$ cat config.mk
export PLATFORM = sky130hd
export DESIGN_NAME = line_request_latch_flat
export DESIGN_NICKNAME = d
export VERILOG_FILES = /design/src/rtl/line_request_latch_if.sv /design/src/rtl/line_request_latch.sv /design/src/flat_wrapper.sv
export SDC_FILE = /design/constraint.sdc
export NUM_CORES = 1
export LEC_CHECK = 0
export ABC_AREA = 1
export CAP_MARGIN = 10
export CORE_ASPECT_RATIO = 1.2
export CORE_MARGIN = 2
export CORE_UTILIZATION = 58
export DETAILED_ROUTE_END_ITERATION = 16
export PLACE_DENSITY_LB_ADDON = 0.25
export SYNTH_ARGS = -nofsm -noshare
export SYNTH_HDL_FRONTEND = slang
export SYNTH_SLANG_ARGS = --single-unit
export TNS_END_PERCENT = 10
$ cat constraint.sdc
create_clock -name clk -period 2.8 [get_ports clk]
set_clock_uncertainty 0.2 [all_clocks]
set_input_delay 0.42 -clock clk [delete_from_list [all_inputs] [get_ports clk]]
set_output_delay 0.42 -clock clk [all_outputs]
set_load 0.02 [all_outputs]
$ cat src/rtl/line_request_latch_if.sv
// Request bundle between raw request lines, the latch and its consumer.
// Carries the sticky overrun vector when LINE_REQ_OVERRUN_EN is defined.
interface line_request_latch_if;
  logic [7:0] raw_in;
  logic       ack;
  logic [7:0] req_onehot;
  logic       req_valid;
  logic [7:0] pending;
`ifdef LINE_REQ_OVERRUN_EN
  logic [7:0] overrun;
`endif

  modport master (
    output raw_in,
    output ack,
    input  req_onehot,
    input  req_valid,
`ifdef LINE_REQ_OVERRUN_EN
    input  overrun,
`endif
    input  pending
  );

  modport slave (
    input  raw_in,
    input  ack,
    output req_onehot,
    output req_valid,
`ifdef LINE_REQ_OVERRUN_EN
    output overrun,
`endif
    output pending
  );
endinterface

$ cat src/rtl/line_request_latch.sv
// Synchronize, debounce and latch eight request lines; present one at a time
// round-robin as a one-hot with valid/ack. Optional LINE_REQ_OVERRUN_EN adds sticky overrun flags.
module line_request_latch #(
  parameter int unsigned DEB_CYCLES = 4
) (
  input logic                 clk,
  input logic                 rst,
  line_request_latch_if.slave bus
);

  localparam int unsigned CW = $clog2(DEB_CYCLES + 1);

  localparam logic [0:0] IDLE    = 1'b0;
  localparam logic [0:0] PRESENT = 1'b1;

  logic [7:0]    s1;
  logic [7:0]    s2;
  logic [7:0]    stable;
  logic [7:0]    stable_d;
  logic [CW-1:0] cnt [8];
  logic [7:0]    rise;
  logic [7:0]    clr;
  logic [7:0]    pending_q;
  logic [7:0]    pending_next;
  logic [7:0]    onehot_q;
  logic          valid_q;
  logic [0:0]    state;
  logic [2:0]    ptr;
  logic [2:0]    gidx;
  logic [2:0]    pick;
  logic [2:0]    idx;
  logic          found;

  always_ff @(posedge clk or posedge rst) begin
    if (rst) begin
      s1 <= '0;
      s2 <= '0;
    end else begin
      s1 <= bus.raw_in;
      s2 <= s1;
    end
  end

  // stable flips on the DEB_CYCLES-th consecutive cycle of disagreement
  always_ff @(posedge clk or posedge rst) begin
    if (rst) begin
      stable   <= '0;
      stable_d <= '0;
      for (int unsigned i = 0; i < 8; i++) cnt[i] <= '0;
    end else begin
      stable_d <= stable;
      for (int unsigned i = 0; i < 8; i++) begin
        if (s2[i] == stable[i]) begin
          cnt[i] <= '0;
        end else if (cnt[i] == CW'(DEB_CYCLES - 1)) begin
          stable[i] <= s2[i];
          cnt[i]    <= '0;
        end else begin
          cnt[i] <= cnt[i] + 1'b1;
        end
      end
    end
  end

  assign rise = stable & ~stable_d;

  always_comb begin
    clr = '0;
    if (state == PRESENT && bus.ack) clr = onehot_q;
  end

  assign pending_next = (pending_q & ~clr) | rise;

  always_ff @(posedge clk or posedge rst) begin
    if (rst) pending_q <= '0;
    else     pending_q <= pending_next;
  end

  // first set pending bit at or above ptr, wrapping 7 -> 0
  always_comb begin
    found = 1'b0;
    pick  = ptr;
    idx   = '0;
    for (int unsigned k = 0; k < 8; k++) begin
      idx = ptr + 3'(k);
      if (!found && pending_q[idx]) begin
        found = 1'b1;
        pick  = idx;
      end
    end
  end

  always_ff @(posedge clk or posedge rst) begin
    if (rst) begin
      state    <= IDLE;
      onehot_q <= '0;
      valid_q  <= 1'b0;
      ptr      <= '0;
      gidx     <= '0;
    end else begin
      case (state)
        IDLE: begin
          if (found) begin
            onehot_q <= 8'b1 << pick;
            gidx     <= pick;
            valid_q  <= 1'b1;
            state    <= PRESENT;
          end
        end
        PRESENT: begin
          if (bus.ack) begin
            onehot_q <= '0;
            valid_q  <= 1'b0;
            ptr      <= gidx + 3'd1;
            state    <= IDLE;
          end
        end
        default: state <= IDLE;
      endcase
    end
  end

`ifdef LINE_REQ_OVERRUN_EN
  logic [7:0] overrun_q;

  always_ff @(posedge clk or posedge rst) begin
    if (rst) overrun_q <= '0;
    else     overrun_q <= overrun_q | (rise & pending_q & ~clr);
  end

  assign bus.overrun = overrun_q;
`endif

  assign bus.req_onehot = onehot_q;
  assign bus.req_valid  = valid_q;
  assign bus.pending    = pending_q;

endmodule

$ cat src/flat_wrapper.sv
// flat-port wrapper written by rule: the top's interface ports become plain ports
module line_request_latch_flat 
#(
  parameter int unsigned DEB_CYCLES = 4
)
  (clk, rst, bus_raw_in, bus_ack, bus_req_onehot, bus_req_valid, bus_pending);
  line_request_latch_if bus_i ();
  input logic clk;
  input logic rst;
  input wire logic [$bits(bus_i.raw_in)-1:0] bus_raw_in;
  input wire logic [$bits(bus_i.ack)-1:0] bus_ack;
  output wire logic [$bits(bus_i.req_onehot)-1:0] bus_req_onehot;
  output wire logic [$bits(bus_i.req_valid)-1:0] bus_req_valid;
  output wire logic [$bits(bus_i.pending)-1:0] bus_pending;
  assign bus_i.raw_in = bus_raw_in;
  assign bus_i.ack = bus_ack;
  assign bus_req_onehot = bus_i.req_onehot;
  assign bus_req_valid = bus_i.req_valid;
  assign bus_pending = bus_i.pending;
  line_request_latch #(.DEB_CYCLES(DEB_CYCLES)) u_core (.clk(clk), .rst(rst), .bus(bus_i));
endmodule
Word-level counts from Yosys, hierarchy flattened
Cells that the tools add are included.
- register bits after elaboration: 80
- bits of input ports: 11
- output and inout bits: 17
- add/sub/neg operators: 16
- $lt $le $gt $ge: 8
- equal/unequal tests: 18
- shifts and indexed selects: 1
- mux-type cells: 57
- bitwise operators: 14
- reduce and logical (&&, ||, !) cells: 26
- operators by type and width (operator ; count):
    2-to-1 mux 3 bit ; 23
    less-than comparator 3 x 4 -> 1 bit (second input constant) ; 8
    adder 3 x 1 -> 3 bit (second input constant) ; 10
    binary-select mux 1 bit (select 3 bit) ; 8
    equality test 3 x 2 -> 1 bit (second input constant) ; 8
    2-to-1 mux 8 bit ; 3
    AND reduction 2 bit ; 11
    2-to-1 mux 1 bit ; 20
    AND 8 bit ; 2
    NOT 8 bit ; 2
    one-hot mux 8 bit (2 select lines) ; 1
    adder 3 bit (second input constant) ; 4
    NOT 1 bit ; 9
    equality test 1 bit ; 8
    logical AND 1 bit ; 8
    OR 8 bit ; 1
    << shifter 1 x 3 -> 8 bit (first input constant) ; 1
    zero test 1 bit ; 7
    adder 3 x 2 -> 3 bit (second input constant) ; 2
    one-hot mux 1 bit (2 select lines) ; 2
    != test 2 x 1 -> 1 bit (second input constant) ; 1
    != test 2 bit (second input constant) ; 1

Depth between registers and ports, before layout
Gate-level depths: netlist of run 1.
- depth in word-level cells: 27
- mapped depth: 21
- gate-level depth less buffers: 20

Worst setup path after synthesis of run 1
No wires, ideal clock.
- path kind: register to register
- from: register u_core.ptr[0]
- to: register u_core.onehot_q[0] (netlist: u_core.bus.req_onehot[0])
- library setup time: 0.119 ns
- data arrival time: 2.306 ns
- setup slack: 0.175 ns
- stages on the path, launching flop included: 17
- path buffers: 2
- clock period less this slack: 2.625 ns
- cells stage by stage: dfrtp_1 inv_2 buf_6 ha_1 inv_1 nand3_2 nand3_2 nand2_2 nor2_4 nand4_4 nor2_4 nand2_1 o21ai_2 inv_2 buf_6 nand4_1 nand2_1
- longest elaborated chain between the ends: 27
- elaborated cells on any way between the ends: 57
- classes of those cells: add/sub: 7; eq/ne: 1; shift: 1; mux: 33; reduce/logical: 15
- ends and longest elaborated chain (what ; line ; RTL):
    start, declared ; line_request_latch.sv:28 ; logic [2:0] ptr;
    start signal, assigned ; line_request_latch.sv:114 ; ptr <= gidx + 3'd1;
    branches (longest 27 deep; another with adder 3 x 1 -> 3 bit) ; - ;
    end signal, assigned ; line_request_latch.sv:104 ; onehot_q <= 8'b1 << pick;
    end, declared ; line_request_latch.sv:25 ; logic [7:0] onehot_q;
Parallel ways; which one is timed is not known. The select of a mux whose other input is x is not followed.
A chain may end at the register's enable or synchronous reset.

Final worst setup path of run 1
- from: register u_core.ptr[0]
- to: register u_core.onehot_q[7] (netlist: u_core.bus.req_onehot[7])
The elaborated chain is that of the path after synthesis.

==> summary.md, run 1 <==
| Metric | Value |
|---|---|
| Gpl congestion | 0.908 |
| Synthesized area | 3730 um^2 |
| Vias per cell | 5.16 |
| Antenna fix cells | 0 |
| #FFs+latches synth | 80 |
| Most common cell after layout, fill and taps aside | nand2_1 |
| Period utilization | 0.920 |
| Most frequent cells in the layout | nand2_1, dfrtp_1, inv_1, nand3_1, clkdlybuf4s50_1 |
| Setup CP Type | flop to flop |
| Place WS | 0.134 ns |
| Power Dens Cells | 1280 nW/um^2 |
| Clk_lat worst skew | 0.35 ns |
| CP max FO | 13 |
| Max_cap viols | 0 |
| Die Y-Extent | 91.9 um |
| Initial Util | 0.590 |
| Tightest Hold Check Type | flop to flop |
| Start point of the critical path | u_core.ptr[0]$_DFFE_PP0P_ |
| Slowest-stage cell, CP | dfrtp_1 |
| First-pass GRT wire length | 13100 um |
| Worst endpoint data arrival time | 2.66 ns |
| Clk pin slew, worst setup/hold paths | 0.08 ns |
| Worst path max stage delay | 0.38 ns |
| Hold_sp | u_core.s1[3]$_DFF_PP0_ |
| Crit-path cells | buf_6 -> ha_1 -> inv_1 -> nand2_1 -> nand2_2 -> nand3_2 -> nand2_2 -> nor2_4 -> nand4_4 -> nor2_4 -> nand3_2 -> inv_2 -> nand2_1 -> a21oi_2 -> nand3_1 -> nand2_1 |
| Total Routing Usage GR | 0.236 |
| RSZ-0062 raised after global routing | true |
| Vias | 2835 |
| Worst setup margin | 0.223 ns |
| Area leader, netlist | dfrtp_1 |
| Number of I/O port buffers | 27 |
| Post-DP HPWL | 5440 um |
| Cell count after synthesis | 416 |
| DR DRC count | 0 |
| Number of global-route vias before repair | 2902 |
| Minimum clock period | 2.58 ns |
| Crit Reg-Reg Startpoint | u_core.ptr[0]$_DFFE_PP0P_ |
| Final setup vio count | 0 |
| Static Leak | 2.19 nW |
| Fmax | 388 MHz |
| Drt total wl | 7350 um |
| Largest net degree at the start of global routing | 81 |
| Final hold slack | 0.151 ns |
| Synth top area share | 0.536 |
| Synth area leaders | dfrtp_1, nand2_1, nand3_1, inv_1, ha_1 |
| Remaining antenna violation count | 0 |
| Worst path required time | 2.89 ns |
| DR iter-0 viols | 138 |
| Count of final hold-check violations | 0 |
| TritonCTS clock tree | done |
| Setup crit end kind | flop |
| Max_slew headroom | 0.729 |
| Post-synthesis net count | 438 |
| CTS root buffer | clkbuf_8 |
| NumNets Final | 481 |
| Status | completed |
| Total CTS buffers | 9 |
| Fin. max-slew vios | 0 |
| Register area share after synthesis | 0.536 |
| Synth warn | 0 |
| # IOs | 28 |
| Total core area | 6330 um^2 |
| Drt pass-1 iters | 5 |
| Number of clock sinks | 80 |
| # rows | 32 |
| Die W | 77.2 um |
| Synthesized area per cell | 8.97 um^2 |
| WL per Instance | 13.4 um |
| Remaining Overflow, GRT | 0 |
| Fill cells | 535 |
| Synth unique cells | 28 |
| Slew at the pin with the worst max-slew slack | 0.406 ns |
| Worst-case clock buffer depth | 2 |
| H-tree Lvls | 3 |
| Startpoint types | flop |
| Peak supply drop | 0.000680 V |
| Ratio of cells with drive above 1 in the final layout | 0.164 |
| Synthesis-to-finish area growth | 17.0% |
| Initial antenna violation count | 0 |
| TNS Setup | 0 ns |
| Most frequent CP cell | nand2_1 |
| Die ar. | 7100 um^2 |
-- area by class of cell --
cell class                      count  area, um^2  share of cell area
Tap cell                           85         106              0.0244
Clock inverter                      7        65.1              0.0149
Sequential cell                    80        2000               0.458
Timing Repair Buffer               37         362              0.0828
Clock buffer                        9         124              0.0284
Inverter                           47         180              0.0413
Multi-Input combinational cell    284        1530               0.350
-- kinds of logic after synthesis --
kind of cell	Yosys count	share of synthesized area
AND/OR/NAND/NOR	233	0.297
flip-flops	80	0.536
buffers and inverters	52	0.0583
AO/OA/AOI/OAI	30	0.0476
adder cells (fa/ha/maj)	11	0.0369
XOR/XNOR	10	0.0235
-- routing by layer --
layer,vias to the layer above,routed length (um),GRT usage
met5,-,0,0
met4,0,157,0.0818
met3,19,237,0.0531
met2,56,3790,0.408
met1,1338,3160,0.292
li1,1422,-,-
-- where the power goes --
group / internal, mW / switching [mW] / total (mW)
logic: 1.07 / 1.97 / 3.04
registers: 1.50 / 0.255 / 1.75
clock network: 0.336 / 0.447 / 0.783
-- critical path: cells and delay by family (launching register included) --
kind,cells,cell delay (ns)
adder cells (fa/ha/maj),1,0.20
flip-flops,1,0.38
buffers and inverters,3,0.34
AND/OR/NAND/NOR,11,1.18
AO/OA/AOI/OAI,1,0.21
-- stage by stage --
step           power, mW   util  instance area (um^2)  std cells
3_3_place_gp        4.67  0.657                  4160        533
4_1_cts             5.55  0.687                  4350        549
5_1_grt             6.08  0.690                  4370        549
6_report            5.58  0.690                  4370        549
3_5_place_dp        4.74  0.657                  4160        533
2_1_floorplan       3.93      -                  3730        416
-- state kept, by name, indices dropped and copies added, names as in the netlist --
signal and flops:
u_core.s2 8, u_core.cnt 24, u_core.state 1, u_core.gidx 3, u_core.s1 8, u_core.bus.req_valid 1, u_core.stable 8, u_core.bus.pending 8
u_core.ptr 3, u_core.bus.req_onehot 8, u_core.stable_d 8
-- Yosys cell counts --
cell,count
a21oi_2,2
inv_1,39
nor3_1,17
clkbuf_1,1
nand2_1,125
nor2_1,15
inv_2,7
a21oi_1,1
o21ai_2,1
nor2_2,2
nand4_4,1
nand4_1,6
ha_1,11
dfrtp_1,80
nand3_2,8
xor2_1,1
nand2_4,1
a31oi_2,1
nand3_1,37
o21bai_2,1
nand2_2,17
buf_4,2
clkinv_1,1
nor2_4,4
buf_6,2
a31oi_1,2
xnor2_1,9
o21ai_0,22
-- worst paths after layout --
path,cells after the start,endpoint,slack (ns)
max in group asynchronous,3,u_core.stable[5]$_DFFE_PP0P_,1.81
setup reg to reg,16,u_core.bus.req_onehot[7]$_DFFE_PP0P_,0.22
setup / recovery,16,u_core.bus.req_onehot[7]$_DFFE_PP0P_,0.22
hold reg to reg,0,u_core.s2[3]$_DFF_PP0_,0.15
hold / removal,0,u_core.s2[3]$_DFF_PP0_,0.15
min in group asynchronous,3,u_core.stable[6]$_DFFE_PP0P_,0.26
-- what timing repair did --
action | in CTS | in global routing
hold buffers | 0 | 0
gates resized for setup | 0 | 7
endpoints found under the setup margin | 0 | 9
setup buffers | 0 | 0
(Power assumes the default switching activity.)
==> run 2, diff against run 1 <==
--- a/config.mk
+++ b/config.mk
@@ -8,10 +8,9 @@
 export ABC_AREA = 1
 export CAP_MARGIN = 10
 export CORE_ASPECT_RATIO = 1.2
-export CORE_MARGIN = 2
 export CORE_UTILIZATION = 58
 export DETAILED_ROUTE_END_ITERATION = 16
-export PLACE_DENSITY_LB_ADDON = 0.25
+export PLACE_DENSITY = 0.89
 export SYNTH_ARGS = -nofsm -noshare
 export SYNTH_HDL_FRONTEND = slang
 export SYNTH_SLANG_ARGS = --single-unit
==> run 2 against run 1 <==
Via count is 2.5% higher. Clock-buffer cell count increased by 1. Utilization up 3.8 points. Clock power rose by 22%. Non-clock buffer count rose by 6. Wire length grew 5.9%. Cell count up 0.55%. Die area down 4.7%. Total power rose by 5.1%. Sequential cell count unchanged. Combinational power up 3%. Largest cell class unchanged.
==> summary.md, run 2 (same netlist as run 1, synthesis figures left out) <==
| Metric | Value |
|---|---|
| Status | completed (unchanged) |
| Number of flip-flops in the largest register | 24 (unchanged) |
| Static Leak | 2.25 nW (was 2.19 nW) |
| Placed cell areas | 4150 um^2 (was 4160 um^2) |
| Largest net degree at the start of global routing | 38 (was 81) |
| Post-DP HPWL | 5500 um (was 5440 um) |
| Worst path required time | 2.88 ns (was 2.89 ns) |
| DR iter-0 viols | 158 (was 138) |
| Number of clock sinks | 80 (unchanged) |
| Setup crit end kind | flop (unchanged) |
| Number of I/O port buffers | 27 (unchanged) |
| Biggest register | u_core.cnt (unchanged) |
| FF-to-FF setup slack | 0.16 ns (was 0.22 ns) |
| Remaining antenna violation count | 0 (unchanged) |
| Worst endpoint data arrival time | 2.72 ns (was 2.66 ns) |
| Vias | 2906 (was 2835) |
| Max_slew headroom | 0.639 (was 0.729) |
| Gpl congestion | 0.899 (was 0.908) |
| DR DRC count | 0 (unchanged) |
| # IOs | 28 (unchanged) |
| Total core area | 6130 um^2 (was 6330 um^2) |
| Initial Util | 0.609 (was 0.590) |
| Setup CP Type | flop to flop (unchanged) |
| Tightest Hold Check Type | flop to flop (unchanged) |
| NumNets Final | 487 (was 481) |
| Die ar. | 6760 um^2 (was 7100 um^2) |
| Startpoint types | flop (unchanged) |
| Final Core Density | 0.728 (was 0.690) |
| Die W | 75.2 um (was 77.2 um) |
| # rows | 31 (was 32) |
| Final hold slack | 0.151 ns (about the same) |
| CTS root buffer | clkbuf_8 (unchanged) |
| Finished Cell Area | 4460 um^2 (was 4370 um^2) |
| Count of final hold-check violations | 0 (unchanged) |
| Fin. max-slew vios | 0 (unchanged) |
| Most common cell after layout, fill and taps aside | nand2_1 (unchanged) |
| First-pass GRT wire length | 12900 um (was 13100 um) |
| Die Y-Extent | 89.9 um (was 91.9 um) |
| Clk pin slew, worst setup/hold paths | 0.08 ns (about the same) |
| Fmax | 379 MHz (was 388 MHz) |
| Total Routing Usage GR | 0.256 (was 0.236) |
| Remaining Overflow, GRT | 0 (unchanged) |
| Drt total wl | 7780 um (was 7350 um) |
| Slew at the pin with the worst max-slew slack | 0.536 ns (was 0.406 ns) |
| Pwr Total | 5.86 mW (was 5.58 mW) |
| Final setup vio count | 0 (unchanged) |
| TNS Setup | 0 ns (unchanged) |
| Period utilization | 0.943 (was 0.920) |
| Fill cells | 423 (was 535) |
| Initial antenna violation count | 0 (unchanged) |
| Minimum clock period | 2.64 ns (was 2.58 ns) |
| Ratio of cells with drive above 1 in the final layout | 0.179 (was 0.164) |
| Max_cap viols | 0 (unchanged) |
| Vias per cell | 5.26 (was 5.16) |
| Worst-case clock buffer depth | 2 (unchanged) |
| TritonCTS clock tree | done (unchanged) |
| Most frequent cells in the layout | nand2_1, dfrtp_1, inv_1, nand3_1, clkdlybuf4s50_1 (unchanged) |
| Total CTS buffers | 9 (unchanged) |
| WL per Instance | 14.1 um (was 13.4 um) |
| Number of global-route vias before repair | 2904 (was 2902) |
| Drt pass-1 iters | 4 (was 5) |
| Antenna fix cells | 0 (unchanged) |
| H-tree Lvls | 3 (unchanged) |
| Power Dens Cells | 1310 nW/um^2 (was 1280 nW/um^2) |
| Synthesis-to-finish area growth | 19.6% (was 17.0%) |
| CP max FO | 11 (was 13) |
| Reg area | 2000 um^2 (unchanged) |
| Peak supply drop | 0.000727 V (was 0.000680 V) |
| Combined area of the multi-input logic cells | 1540 um^2 (was 1530 um^2) |
| Clk_lat worst skew | 0.35 ns (about the same) |
run 2: cell count changes in the layout (fill, tap and decap cells not counted):
cell	change
buf_4	+6
clkinvlp_4	-3
nand2_2	+3
bufinv_16	+2
nand2_1	-2
clkbuf_8	+1
clkinv_8	-1
ha_2	-1
ha_4	+1
inv_8	+1
nand2_4	-1
run 2: through the flow:
step / std cells / setup slack [ns]
finish: 552 / 0.159
global route: 552 / -0.0351
CTS: 545 / 0.0903
detailed placement: 529 / 0.144
global placement: 529 / 0.182
floorplan: 416 / 0.128
run 2: final timing paths:
path,from,end,depth (start not counted)
max,u_core.ptr[0]$_DFFE_PP0P_,u_core.bus.req_onehot[0]$_DFFE_PP0P_,14
min,u_core.s1[3]$_DFF_PP0_,u_core.s2[3]$_DFF_PP0_,0
max reg2reg,u_core.ptr[0]$_DFFE_PP0P_,u_core.bus.req_onehot[0]$_DFFE_PP0P_,14
min reg2reg,u_core.s1[3]$_DFF_PP0_,u_core.s2[3]$_DFF_PP0_,0
max in group asynchronous,rst,u_core.cnt[20]$_DFF_PP0_,3
min in group asynchronous,rst,u_core.cnt[16]$_DFF_PP0_,2
run 2: timing repair:
item	4_1_cts	5_1_grt
buffers inserted	0	7
gates resized for setup	0	9
hold buffers	0	0
hold endpoints to repair	0	0
endpoints found under the setup margin	0	8
run 2: power by group:
part	internal (mW)	switching [mW]	total, mW
clock network	0.540	0.419	0.959
registers	1.50	0.262	1.76
logic	1.12	2.03	3.14
run 2: layer usage:
layer / vias to the layer above / wire length, um / track usage
met1: 1390 / 3200 / 0.303
li1: 1431 / - / -
met3: 27 / 260 / 0.0572
met4: 0 / 279 / 0.114
met5: - / 0 / 0
met2: 58 / 4040 / 0.436
run 2: area by class of cell:
type / count / share of cell area
Clock buffer: 10 / 0.0308
Clock inverter: 6 / 0.0219
Inverter: 47 / 0.0404
Multi-Input combinational cell: 284 / 0.344
Sequential cell: 80 / 0.448
Tap cell: 82 / 0.0230
Timing Repair Buffer: 43 / 0.0911
run 2: worst max-delay path, cell delays in order, from the launching register on:
cell and delay (ns):
dfrtp_1 0.41, inv_2 0.09, buf_4 0.21, nand2_2 0.08, nand3_1 0.10, nand2_1 0.07, o21ai_0 0.44, inv_1 0.14
nand3_2 0.14, inv_2 0.06, nand2_1 0.17, nand2_2 0.10, nor2_2 0.12, nand4_1 0.13, nand2_1 0.11
==> run 3, diff against run 2 <==
==> constraint.sdc (replaced) <==
create_clock -name clk -period 2.6 [get_ports clk]
set_clock_uncertainty 0.2 [all_clocks]
set_input_delay 0.39 -clock clk [delete_from_list [all_inputs] [get_ports clk]]
set_output_delay 0.39 -clock clk [all_outputs]
set_load 0.02 [all_outputs]
==> run 3 against run 2 <==
The run now ends with negative setup slack left. Final area rose by 4.8%. Critical path depth grew 3. Cell count grew 2.9%. Largest cell class unchanged. Combinational power increased by 34%. Die area unchanged. Sequential cell count stayed put. Critical path type unchanged. Non-clock buffer count rose by 16. Setup slack got worse by 0.21 ns. Critical endpoint unchanged.
==> summary.md, run 3 (same netlist as run 1, synthesis figures left out) <==
| Metric | Value |
|---|---|
| Status | finished, violations left (was completed) |
| Failing checks | negative setup slack |
| Clk pin slew, worst setup/hold paths | 0.08 ns (about the same) |
| Static Leak | 2.31 nW (was 2.25 nW) |
| Slew at the pin with the worst max-slew slack | 0.445 ns (was 0.536 ns) |
| Tightest Hold Check Type | flop to flop (unchanged) |
| Clk_lat worst skew | 0.35 ns (about the same) |
| Worst setup margin | -0.0552 ns (was 0.159 ns) |
| Remaining Overflow, GRT | 0 (unchanged) |
| Die W | 75.2 um (unchanged) |
| Vias per cell | 5.55 (was 5.26) |
| Biggest register | u_core.cnt (unchanged) |
| Worst endpoint data arrival time | 2.74 ns (was 2.72 ns) |
| TritonCTS clock tree | done (unchanged) |
| Remaining antenna violation count | 0 (unchanged) |
| Worst path required time | 2.69 ns (was 2.88 ns) |
| Combined area of the multi-input logic cells | 1680 um^2 (was 1540 um^2) |
| Count of final hold-check violations | 0 (unchanged) |
| Most common cell after layout, fill and taps aside | nand2_1 (unchanged) |
| Minimum clock period | 2.66 ns (was 2.64 ns) |
| Most frequent cells in the layout | nand2_1, dfrtp_1, inv_1, nand3_1 (was nand2_1, dfrtp_1, inv_1, nand3_1, clkdlybuf4s50_1) |
| Antenna fix cells | 0 (unchanged) |
| Final setup vio count | 5 (was 0) |
| Fmax | 377 MHz (was 379 MHz) |
| Die ar. | 6760 um^2 (unchanged) |
| Post-DP HPWL | 5890 um (was 5500 um) |
| Worst-case clock buffer depth | 2 (unchanged) |
| H-tree Lvls | 3 (unchanged) |
| # hold bufs at CTS | 0 (unchanged) |
| Pwr Total | 6.96 mW (was 5.86 mW) |
| Final Core Density | 0.764 (was 0.728) |
| Drt pass-1 iters | 5 (was 4) |
| GRT Max-Usage Layer | met2 (unchanged) |
| Setup CP Type | flop to flop (unchanged) |
| DR iter-0 viols | 239 (was 158) |
| # IOs | 28 (unchanged) |
| Total CTS buffers | 9 (unchanged) |
| Number of global-route vias before repair | 3000 (was 2904) |
| CP max FO | 5 (was 11) |
| Max_slew headroom | 0.703 (was 0.639) |
| Hold Crit Depth | 0 (unchanged) |
| WL per Instance | 15.7 um (was 14.1 um) |
| Synthesis-to-finish area growth | 25.4% (was 19.6%) |
| Ratio of cells with drive above 1 in the final layout | 0.249 (was 0.179) |
| Fill cells | 386 (was 423) |
| Total core area | 6130 um^2 (unchanged) |
| Number of flip-flops in the largest register | 24 (unchanged) |
| # rows | 31 (unchanged) |
| R2R depth | 17 (was 14) |
| Number of clock sinks | 80 (unchanged) |
| Max_cap viols | 0 (unchanged) |
| Setup crit end kind | flop (unchanged) |
| M2 GR Usage | 0.432 (was 0.436) |
| Startpoint types | flop (unchanged) |
| Total Routing Usage GR | 0.262 (was 0.256) |
| Vias | 3153 (was 2906) |
| Peak supply drop | 0.000757 V (was 0.000727 V) |
| DR DRC count | 0 (unchanged) |
| NumNets Final | 503 (was 487) |
| Die Y-Extent | 89.9 um (unchanged) |
| Largest net degree at the start of global routing | 81 (was 38) |
| Fin. max-slew vios | 0 (unchanged) |
| Period utilization | 1.02 (was 0.943) |
| Initial Util | 0.609 (unchanged) |
| Power Dens Cells | 1490 nW/um^2 (was 1310 nW/um^2) |
| RSZ-0062 raised after global routing | true |
| Number of I/O port buffers | 27 (unchanged) |
| Drt total wl | 8920 um (was 7780 um) |
| Reg area | 2000 um^2 (unchanged) |
| Initial antenna violation count | 0 (unchanged) |
| Gpl congestion | 0.945 (was 0.899) |
| Met1 Use GR | 0.319 (was 0.303) |
| CTS root buffer | clkbuf_8 (unchanged) |
| First-pass GRT wire length | 13100 um (was 12900 um) |
| Met3 track demand over resource | 0.0504 (was 0.0572) |
run 3: critical path, stage by stage, from the launching register on:
cell     delay (ns)
dfrtp_1        0.38
inv_2          0.07
ha_4           0.31
buf_6          0.12
nand3_4        0.07
nand3_2        0.09
nand2_4        0.07
nor2_4         0.13
nand4_4        0.14
nor2_4         0.20
nand3_4        0.11
nand2_2        0.09
inv_2          0.04
nand2_4        0.10
nand2_4        0.08
nor2_4         0.13
nand4_1        0.14
nand2_1        0.11
run 3: layout make-up:
cell class / instances / area share
Clock buffer: 9 / 0.0265
Clock inverter: 7 / 0.0118
Inverter: 47 / 0.0396
Multi-Input combinational cell: 284 / 0.359
Sequential cell: 80 / 0.428
Tap cell: 82 / 0.0219
Timing Repair Buffer: 59 / 0.114
run 3: worst paths after layout:
path	start	end	slack, ns
hold / removal	u_core.s1[2]$_DFF_PP0_	u_core.s2[2]$_DFF_PP0_	0.15
setup / recovery	u_core.ptr[1]$_DFFE_PP0P_	u_core.bus.req_onehot[0]$_DFFE_PP0P_	-0.06
hold reg to reg	u_core.s1[2]$_DFF_PP0_	u_core.s2[2]$_DFF_PP0_	0.15
min in group asynchronous	rst	u_core.s1[2]$_DFF_PP0_	0.29
setup reg to reg	u_core.ptr[1]$_DFFE_PP0P_	u_core.bus.req_onehot[0]$_DFFE_PP0P_	-0.06
max in group asynchronous	rst	u_core.cnt[13]$_DFF_PP0_	1.60
run 3: what timing repair did:
item / 4_1_cts / 5_1_grt
pin swaps: 1 / 25
resized for setup: 7 / 40
setup endpoints to repair: 10 / 11
setup buffers: 2 / 12
run 3: layer usage:
metal / share of wire / up-vias
met2: 0.53 / 113
li1: - / 1473
met1: 0.38 / 1530
met3: 0.043 / 37
met4: 0.047 / 0
met5: 0 / -
run 3: report_power, final:
part | switching, mW | internal [mW]
Combinational | 2.60 | 1.62
Clock | 0.467 | 0.358
Sequential | 0.298 | 1.61
Total | 3.37 | 3.59
run 3: through the flow:
stage                     instances  cell area [um^2]  setup slack (ns)  TNS [ns]  hold slack, ns
final                           568              4680           -0.0552    -0.158           0.154
after global routing            568              4680            -0.193     -1.67           0.162
after CTS                       556              4440           0.00515         0           0.156
after detailed placement        538              4220            -0.127    -0.779           0.136
after global placement          538              4220           -0.0793    -0.355           0.131
after floorplan                 416              3740           -0.0250    -0.146           0.131
==> RTL edit (settings of run 3) <==
`DEB_CYCLES` is set to 4 in 2 places; all go to 8.
--- a/src/rtl/line_request_latch.sv
+++ b/src/rtl/line_request_latch.sv
@@ -1,7 +1,7 @@
 // Synchronize, debounce and latch eight request lines; present one at a time
 // round-robin as a one-hot with valid/ack. Optional LINE_REQ_OVERRUN_EN adds sticky overrun flags.
 module line_request_latch #(
-  parameter int unsigned DEB_CYCLES = 4
+  parameter int unsigned DEB_CYCLES = 8
 ) (
   input logic                 clk,
   input logic                 rst,
--- a/src/flat_wrapper.sv
+++ b/src/flat_wrapper.sv
@@ -1,7 +1,7 @@
 // flat-port wrapper written by rule: the top's interface ports become plain ports
 module line_request_latch_flat 
 #(
-  parameter int unsigned DEB_CYCLES = 4
+  parameter int unsigned DEB_CYCLES = 8
 )
   (clk, rst, bus_raw_in, bus_ack, bus_req_onehot, bus_req_valid, bus_pending);
   line_request_latch_if bus_i ();
Function: changed (a bounded check fails within 10 cycles, from zero or initial values and one cycle with rst high).
==> RTL edit against run 3 <==
- the flow still finishes with violations (setup timing)
- sequential cell count rose by 8
- power is 3.1% lower
- global-route usage decreased by 0.77 points
- setup slack gained 7.3 ps
- sequential power is 9% higher
- wire length fell by 0.80%
- cell area up 4.0%
- worst hold slack lost 7.4 ps
- fmax grew 0.27%
- first-iteration DRC count down 26%
- area after synthesis rose by 9.0%
- largest cell class unchanged
- largest power group unchanged
==> RTL edit: results (changes against run 3) <==
INFO  metric run_status = complete, but fails checks (unchanged)
INFO  metric syn-num-nets = 478 (was 438)
INFO  metric ctsLongestPathBuffers = 2 (unchanged)
INFO  metric gp_routability_congestion = 0.922 (was 0.945)
INFO  metric synth-compound-area-share = 0.0422 (was 0.0476)
INFO  metric cell_int_power = 3.50 mW (was 3.59 mW)
INFO  metric grt_max_degree = 89 (was 81)
INFO  metric p_leak = 2.41 nW (was 2.31 nW)
INFO  metric failed_checks = setup timing (unchanged)
INFO  metric clk-insertion-delay-late = 350 ps (about the same)
INFO  metric slowest_delay = 420 ps (was 380 ps)
INFO  metric critical_path.max_fanout = 6 (was 5)
INFO  metric vias_in_the_first_global_route = 3121 (was 3000)
INFO  metric netlist_top_cells_count = sky130_fd_sc_hd__nand2_1 (123), sky130_fd_sc_hd__dfrtp_1 (88), sky130_fd_sc_hd__nand3_1 (51), sky130_fd_sc_hd__nor2_1 (50), sky130_fd_sc_hd__inv_1 (35) (was sky130_fd_sc_hd__nand2_1 (125), sky130_fd_sc_hd__dfrtp_1 (80), sky130_fd_sc_hd__inv_1 (39), sky130_fd_sc_hd__nand3_1 (37), sky130_fd_sc_hd__o21ai_0 (22))
INFO  metric finalWorstSetupSlack = -48.0 ps (was -55.2 ps)
INFO  metric register_area_share_after_synthesis = 0.542 (was 0.536)
INFO  metric gr-usage-all-layers = 0.254 (was 0.262)
INFO  metric largest_reg_flops = 32 (was 24)
INFO  metric yosys.area_share.xor_xnor = 0.0560 (was 0.0235)
INFO  metric max_slew_margin = 0.704 (was 0.703)
INFO  metric drt_wl_total = 8850 µm (was 8920 µm)
INFO  metric initialDrtViolationCount = 177 (was 239)
INFO  metric grt_first_pass_wirelength = 14200 µm (was 13100 µm)
INFO  metric final_nets = 525 (was 503)
INFO  metric ys_top_cells_by_area = sky130_fd_sc_hd__dfrtp_1 (54%), sky130_fd_sc_hd__nand2_1 (11%), sky130_fd_sc_hd__nand3_1 (6.3%), sky130_fd_sc_hd__nor2_1 (4.6%), sky130_fd_sc_hd__xnor2_1 (3.7%) (was sky130_fd_sc_hd__dfrtp_1 (54%), sky130_fd_sc_hd__nand2_1 (13%), sky130_fd_sc_hd__nand3_1 (5.0%), sky130_fd_sc_hd__inv_1 (3.9%), sky130_fd_sc_hd__ha_1 (3.7%))
INFO  metric placed_cell_area = 0.00451 mm² (was 0.00422 mm²)
INFO  metric place.detailed.hpwl = 6010 µm (was 5890 µm)
INFO  metric yosys.area_share.adder = 0.0338 (was 0.0369)
INFO  metric antenna_cells = 0 (unchanged)
INFO  metric n_fill_cell = 474 (was 386)
INFO  metric final.setup.tns = -102 ps (was -158 ps)
INFO  metric synth_cell_types = 25 (was 28)
INFO  metric setup-violations-final = 5 (unchanged)
INFO  metric drt-vias-per-instance = 5.44 (was 5.55)
INFO  metric post_route_cells_drive_above_1_share = 0.161 (was 0.249)
RTL edit: area by class of cell:
cell class / instances / area (µm²) / area share
Inverter: 44 / 171 / 0.0352
Multi-Input combinational cell: 319 / 1810 / 0.372
Tap cell: 87 / 109 / 0.0224
Sequential cell: 88 / 2200 / 0.452
Clock inverter: 4 / 28.8 / 0.00591
Clock buffer: 12 / 155 / 0.0319
Timing Repair Buffer: 41 / 392 / 0.0804
RTL edit: repair_timing:
item	in CTS	in global routing
resized for setup	12	26
pin swaps	4	10
setup endpoints to repair	8	11
buffers inserted	2	1
RTL edit: worst max-delay path: cells and delay by family (launching register included):
| family | cells | cell delay, ps |
|---|---|---|
| simple gates | 15 | 1650 |
| buf+inv | 2 | 300 |
| flops | 1 | 420 |
RTL edit: through the flow:
stage          setup slack [ps]  hold slack, ps  std cells
2_1_floorplan              21.9             131        456
3_3_place_gp              -1.26             131        576
3_5_place_dp               -136             136        576
4_1_cts                    9.48             151        594
5_1_grt                    -133             160        595
6_report                  -48.0             147        595
RTL edit: worst paths after layout:
kind | cells after the start | end | slack, ps | start
setup / recovery | 17 | u_core.bus.req_onehot[0] | -50 | u_core.ptr[0]
hold / removal | 0 | u_core.s2[0] | 150 | u_core.s1[0]
setup reg to reg | 17 | u_core.bus.req_onehot[0] | -50 | u_core.ptr[0]
hold reg to reg | 0 | u_core.s2[0] | 150 | u_core.s1[0]
max in group asynchronous | 3 | u_core.bus.req_onehot[1] | 1550 | rst
min in group asynchronous | 3 | u_core.bus.pending[7] | 300 | rst
RTL edit: power by group through the flow:
stage / sequential [mW] / combinational (mW) / clock [mW]
2_1_floorplan: 2.10 / 2.20 / 0
3_3_place_gp: 2.06 / 3.03 / 0
3_5_place_dp: 2.09 / 3.13 / 0
4_1_cts: 2.07 / 3.40 / 0.876
5_1_grt: 2.12 / 4.14 / 0.922
6_report: 2.08 / 3.80 / 0.865
RTL edit: cell families after synthesis:
group / after synthesis
flops: 88
compound gates: 30
fa+ha+maj: 11
xor+xnor: 26
buf+inv: 49
simple gates: 252
RTL edit: routing by layer:
layer  wire [µm]  GRT usage
met5           0          0
met1        3570      0.302
met2        4680      0.436
met3         319     0.0408
met4         283      0.147
